<file path="src/rtl/interval_meter.sv">
// Counts enabled ticks between start and stop pulses; result held with a done strobe.
// Define INTERVAL_METER_AUTORESTART_EN to keep measuring back-to-back intervals on each stop.
module interval_meter #(
   parameter int WIDTH = 9
) (
   input  logic             clock,
   input  logic             reset,
   input  logic             count_en,
   input  logic             start,
   input  logic             stop,
   output logic [WIDTH-1:0] measured_value,
   output logic             done,
   output logic             busy,
   output logic             overflow
);

   typedef enum logic {IDLE, RUN} state_t;

   localparam logic [WIDTH-1:0] MAX = '1;

   state_t           state_q, state_d;
   logic [WIDTH-1:0] count_q, count_d;
   logic             sat_q, sat_d;
   logic [WIDTH-1:0] meas_q, meas_d;
   logic             done_q, done_d;
   logic             ovf_q, ovf_d;
   logic [WIDTH:0]   sum;
   logic             sum_sat;

   // One extra bit so the tick at full scale is seen before clamping.
   assign sum     = {1'b0, count_q} + {{WIDTH{1'b0}}, count_en};
   assign sum_sat = (sum >= {1'b0, MAX});

   always_ff @(posedge clock or negedge reset) begin
      if (!reset) begin
         state_q <= IDLE;
         count_q <= '0;
         sat_q   <= 1'b0;
         meas_q  <= '0;
         done_q  <= 1'b0;
         ovf_q   <= 1'b0;
      end else begin
         state_q <= state_d;
         count_q <= count_d;
         sat_q   <= sat_d;
         meas_q  <= meas_d;
         done_q  <= done_d;
         ovf_q   <= ovf_d;
      end
   end

   always_comb begin
      state_d = state_q;
      count_d = count_q;
      sat_d   = sat_q;
      meas_d  = meas_q;
      done_d  = 1'b0;
      ovf_d   = ovf_q;
      unique case (state_q)
         IDLE: begin
            if (start) begin
               state_d = RUN;
               count_d = '0;
               sat_d   = 1'b0;
            end
         end
         RUN: begin
            if (stop) begin
               meas_d  = sum_sat ? MAX : sum[WIDTH-1:0];
               ovf_d   = sat_q | sum_sat;
               done_d  = 1'b1;
               count_d = '0;
               sat_d   = 1'b0;
`ifdef INTERVAL_METER_AUTORESTART_EN
               state_d = RUN;
`else
               state_d = IDLE;
`endif
            end else if (start) begin
               count_d = '0;
               sat_d   = 1'b0;
            end else if (count_en) begin
               count_d = sum_sat ? MAX : sum[WIDTH-1:0];
               sat_d   = sat_q | sum_sat;
            end
         end
         default: state_d = IDLE;
      endcase
   end

   assign measured_value = meas_q;
   assign done           = done_q;
   assign busy           = (state_q == RUN);
   assign overflow       = ovf_q;

endmodule

</file>
<file path="config.mk">
export PLATFORM = sky130hd
export DESIGN_NAME = interval_meter
export DESIGN_NICKNAME = d
export VERILOG_FILES = /design/src/rtl/interval_meter.sv
export SDC_FILE = /design/constraint.sdc
export NUM_CORES = 1
export LEC_CHECK = 0
export CORE_MARGIN = 1.5
export CORE_UTILIZATION = 53
export CTS_CLUSTER_SIZE = 8
export DETAILED_ROUTE_END_ITERATION = 10
export PLACE_DENSITY = 0.78
export SLEW_MARGIN = 40
export SYNTH_ARGS = -nofsm -noshare
export SYNTH_HDL_FRONTEND = slang
export SYNTH_SLANG_ARGS = --single-unit
</file>
<file path="constraint.sdc">
create_clock -name clock -period 1.9 [get_ports clock]
set_input_delay 0.19 -clock clock [delete_from_list [all_inputs] [get_ports clock]]
set_output_delay 0.19 -clock clock [all_outputs]
set_load 0.01 [all_outputs]
</file>
==> results of run 1 <==
[routing by layer]
metal | track usage | part of all wire | vias to the layer above
met4 | 0.0926 | 0.021 | 0
met5 | 0 | 0 | -
met3 | 0.0536 | 0.050 | 8
li1 | - | - | 519
met2 | 0.404 | 0.49 | 31
met1 | 0.295 | 0.44 | 493
[cells by family after synthesis]
kind of cell | synth area share
muxes | 0.00953
xor gates and xnor gates | 0.0148
DFF | 0.466
buffers and inverters | 0.0328
AOI/OAI and AO/OA | 0.204
and+or+nand+nor | 0.240
adders and majority gates | 0.0318
[per-stage QoR]
stage | area [um2] | setup WS [ns]
finish | 1490 | 0.142
global route | 1490 | 0.0186
CTS | 1490 | 0.114
detailed placement | 1450 | -0.199
global placement | 1450 | -0.120
floorplan | 1180 | 0.366
[registers in the layout, summed over array words and instances (netlist names)]
signal and count:
count_q 9, busy 1, done 1, overflow 1, sat_q 1, measured_value 9
[how the worst max path moves through the flow]
stage                    start           endpoint  slack, ns  cells past startpoint
floorplan           count_q[0]  measured_value[4]       0.37                      7
global placement      count_en              sat_q      -0.12                      8
detailed placement    count_en              sat_q      -0.20                      8
CTS                   count_en              sat_q       0.11                      8
global route          count_en              sat_q       0.02                      8
finish                count_en  measured_value[4]       0.14                      8
[final cells by class]
type                    count  area [um2]
flip-flops and latches     22         551
multi-input cells          99         592
inverters                   2        7.51
clock buffers               4        36.3
well taps                  27        33.8
repair buffers             30         265
fillers                   151         537
[what timing repair did]
item                       CTS  global route
buffers inserted             0             0
setup endpoints to repair    0             1
gates resized for setup      0             1
[cell usage after synthesis, drive strengths merged, types with 2 or more instances]
master,number,area [um2]
a21oi,11,55.1
nor2,16,67.6
dfrtp,22,551
o21ai,18,90.1
and3,4,30.0
nand2,15,63.8
buf,3,23.8
ha,3,37.5
nand3,7,45.0
a31oi,3,18.8
nor3,5,25.0
inv,2,7.51
clkbuf,2,7.51
[power breakdown]
group	switching (mW)	internal (mW)	leakage (nW)
clock	0.149	0.117	0.0210
sequential	0.0196	0.497	0.294
combinational	0.0832	0.0854	0.376
==> results.md, run 1 <==
* Slew headroom at 0.772
* DRC at 0
* Clock transition at path regs at approximately 0.12 ns
* CP bufs+invs at 1
* Worst Tran Pin Value at approximately 0.34 ns
* Fmax at between 0.5 and 0.6 GHz
* Most common cell after layout, fill and taps aside: dfrtp_1
* Main flop type after synthesis: dfrtp_1
* CP startpoint kind: input pin
* R2r setup slk at between 0.15 and 0.2 ns
* CP Capture Type: flip-flop
* Largest net degree at the start of global routing at 23
* Critical Path Fanout Max at 6
* Post-Route Skew at 0.00258 ns
* Drt first pass iters at 4
* Finished Layout Cells at approximately 180
* Post-Synthesis Cells at 128
* CP required at ~2.1 ns
* Clk Tree Root Cell: clkbuf_4
* Net Count, Synth at roughly 140
* Yosys warns at 0
* TritonCTS clock tree: built
* Hold Worst Slack at ~0.21 ns
* Reg2Reg Capture Point: measured_value[4]
* Cell family with the largest share of critical-path delay: compound AO/OA/AOI/OAI gates
* Vias per Instance at between 5 and 6
* Drt total wl at about 2700 um
* DP HPWL at between 1500 and 2000 um
* Unrepaired setup endpoints after global routing: no
* Core Area at between 2000 and 2500 um2
* Clock sink count at 22
* Status: finished, final reports clean
* Slowest cell on the critical path: clkdlybuf4s50_1
* Cell variety after synth at 37
* Routed length per instance at ~15 um
* Post-synth EDFFs at 0
* Critical R2R Launch: count_q[0]
* Mapped Area at around 1200 um2
* Die height at 50.2 um
* Placed Instances at 180
* Sequential cell area fraction in the yosys report at 0.466
* Routability cong. at 0.943
* # diodes at 0
* Layout cell share with drive strength beyond 1 at 0.166
* Worst R2R Path Depth at 7
* Cell mode on critical path: ha_1
* Final setup viols at 0
* Design Power at 0.951 mW
* # hold bufs at CTS at 0
* Fin nets at around 170
* Fin crit share at 0.925
* Util after Layout at 0.735
* Avg Inst Size Synth at between 9 and 10 um2
* Cts bufs inserted at 3
* Overall routing resource usage at 0.239
* Worst skew pair latency at 0.31 ns
* Top Ports at 17
* Critical path, cell by cell: clkdlybuf4s50_1 -> ha_1 -> ha_1 -> nor2b_1 -> nand3_1 -> o21ai_0 -> o21bai_1 -> a31oi_1
* Vias in the first global route at about 1000
* Hold crit path type: in -> async
* Routed Antenna Nets at 0
* Async SR Flop Fraction at 1.00
* Overall die width at 50.2 um
* Peak supply drop at slightly above 600 uV
* Area Growth Syn to Fin at 25.7%
* Setup TNS at 0 ns
* Via count at between 1000 and 1500
* Starting DRT DRC Count at 31
* Leak at roughly 0.69 nW
* Max-slew violations at 0
* Initial antenna violation count at 0
* Count of state elements after synthesis at 22
* Total grt overflow at 0
* Die footprint at approximately 2500 um2
* Initial Util at 0.584
* Max Cap Viol at 0
* Global-route wire length before repair at around 4500 um
* Tmin final at 1.76 ns
* Max clock buf depth at 2
* Crit path DAT at approximately 2 ns
* Row count at 16
* Critical path type: in -> reg
* Port bufs at 16
* Final hold viol count at 0
* Worst path max stage delay at 0.51 ns
* Most frequent cells in the layout: dfrtp_1, o21ai_0, clkdlybuf4s50_1
* Pwr per Cell Area at between 600 and 700 nW/um2
* Htree depth at 1
Power figures use the tool's default switching activity.
==> inputs of run 2 (changes only) <==
--- a/config.mk
+++ b/config.mk
@@ -5,6 +5,7 @@
 export SDC_FILE = /design/constraint.sdc
 export NUM_CORES = 1
 export LEC_CHECK = 0
+export CORE_ASPECT_RATIO = 0.9
 export CORE_MARGIN = 1.5
 export CORE_UTILIZATION = 53
 export CTS_CLUSTER_SIZE = 8
==> run 2 against run 1 <==
Against the previous run: clock power down 21%; sequential share of layout area is 0.54 points higher; register-to-register slack worse by 0.03 ns; first-iteration DRC count is 23% higher; hold slack gained 0.0090 ns; largest cell class unchanged; flip-flop and latch count is the same; cell count down 1.1%.
==> results.md, run 2 (synthesis results as in run 1) <==
* Initial antenna violation count at 0
* Overall die width at roughly 53 um
* Critical path type: reg -> reg
* Peak supply drop at just over 500 uV
* Vias in the first global route at slightly below 900
* Row count at 16
* Max Cap Viol at 0
* Final hold viol count at 0
* Leak at around 0.68 nW
* Cts bufs inserted at 3
* CP Capture Type: flip-flop
* Tmin final at about 1.8 ns
* Clock transition at path regs at around 0.12 ns
* DRC at 0
* Top Ports at 17
* Fin nets at 165
* Overall routing resource usage at 0.233
* Max clock buf depth at 2
* Max-slew violations at 0
* Vias per Instance at between 5 and 6
* Status: finished, final reports clean
* # hold bufs at CTS at 0
* Critical path, cell by cell: ha_1 -> ha_1 -> nor2b_1 -> nand3_1 -> o21ai_0 -> o21bai_1 -> a31oi_1
* Unrepaired setup endpoints after global routing: no
* Critical R2R Launch: count_q[0]
* Clk Tree Root Cell: clkbuf_4
* TritonCTS clock tree: built
* Routability cong. at between 0.9 and 1
* Routed length per instance at between 10 and 15 um
* Via count at approximately 1000
* DP HPWL at ~1900 um
* Drt first pass iters at 4
* Worst Tran Pin Value at between 0.3 and 0.4 ns
* Global-route wire length before repair at roughly 4100 um
* CP required at 2.13 ns
* Hold crit path type: in -> async
* Worst skew pair latency at ~0.30 ns
* Port bufs at 16
* Initial Util at 0.551
* Critical Path Fanout Max at 6
* Setup TNS at 0 ns
* Layout cell share with drive strength beyond 1 at 0.155
* Filler instances at between 150 and 200
* Post-CTS Setup Bufs at 0
* Die footprint at 2520 um2
* Fin crit share at 0.928
* Placed Instances at 179
* Htree depth at 1
* # diodes at 0
* Drt total wl at 2580 um
* Core Area at about 2100 um2
* Cell mode on critical path: ha_1
* Most frequent cells in the layout: dfrtp_1, o21ai_0, clkdlybuf4s50_1
* Fmax at between 0.5 and 0.6 GHz
* Finished Layout Cells at approximately 180
* Post-cts sizing count at 0
* Largest net degree at the start of global routing at 23
* Worst path max stage delay at 0.43 ns
* Final setup viols at 0
* Most common cell after layout, fill and taps aside: dfrtp_1
* Slowest cell on the critical path: dfrtp_1
* Total grt overflow at 0
* Util after Layout at 0.683
* Routed Antenna Nets at 0
* Post-Route Skew at just under 0.005 ns
* Starting DRT DRC Count at 38
* CP startpoint kind: flip-flop
* Area Growth Syn to Fin at 23.9%
* Crit path DAT at a little under 2 ns
* Worst Setup SP: count_q[0]
* Die height at 47.8 um
* Pwr per Cell Area at roughly 610 nW/um2
* Slew headroom at 0.774
* Clock sink count at 22
-- run 2: worst paths after layout --
check | to | slack, ns | cells past startpoint
worst max-delay path | measured_value[4] | 0.14 | 7
worst min-delay path | count_q[2] | 0.22 | 2
worst max register to register | measured_value[4] | 0.14 | 7
worst min register to register | measured_value[0] | 0.49 | 2
max in group asynchronous | count_q[5] | 1.45 | 2
min in group clock | measured_value[0] | 0.49 | 2
-- run 2: cell type report --
type | instances | area [um2] | share of cell area
inverters | 2 | 7.51 | 0.00513
well taps | 27 | 33.8 | 0.0231
repair buffers | 29 | 258 | 0.176
clock buffers | 3 | 22.5 | 0.0154
flip-flops and latches | 22 | 551 | 0.376
multi-input cells | 99 | 592 | 0.404
-- run 2: report_power, final --
group          total (mW)  switching [mW]  leakage, nW  internal (mW)
registers           0.517          0.0198        0.294          0.497
clock network       0.209           0.135       0.0138         0.0740
logic               0.172          0.0834        0.371         0.0888
-- run 2: critical path: cells and delay by family, from the launching register on --
family	cells	cell delay, ns
compound gates	3	0.54
fa+ha+maj	2	0.46
flops	1	0.43
simple gates	2	0.26
-- run 2: layer usage --
layer	track usage	wire length, um
met5	0	0
met4	0.0923	28
met3	0.0281	155
met2	0.378	1210
met1	0.326	1190
-- run 2: per-stage QoR --
step	area, um2	total power [mW]	setup slack [ns]	hold slack (ns)
after floorplan	1180	0.594	0.366	-0.106
after global placement	1440	0.694	-0.0503	0.465
after detailed placement	1440	0.699	-0.0943	0.469
after CTS	1460	0.906	0.132	0.229
after global routing	1460	0.942	0.0378	0.241
final	1460	0.898	0.137	0.223
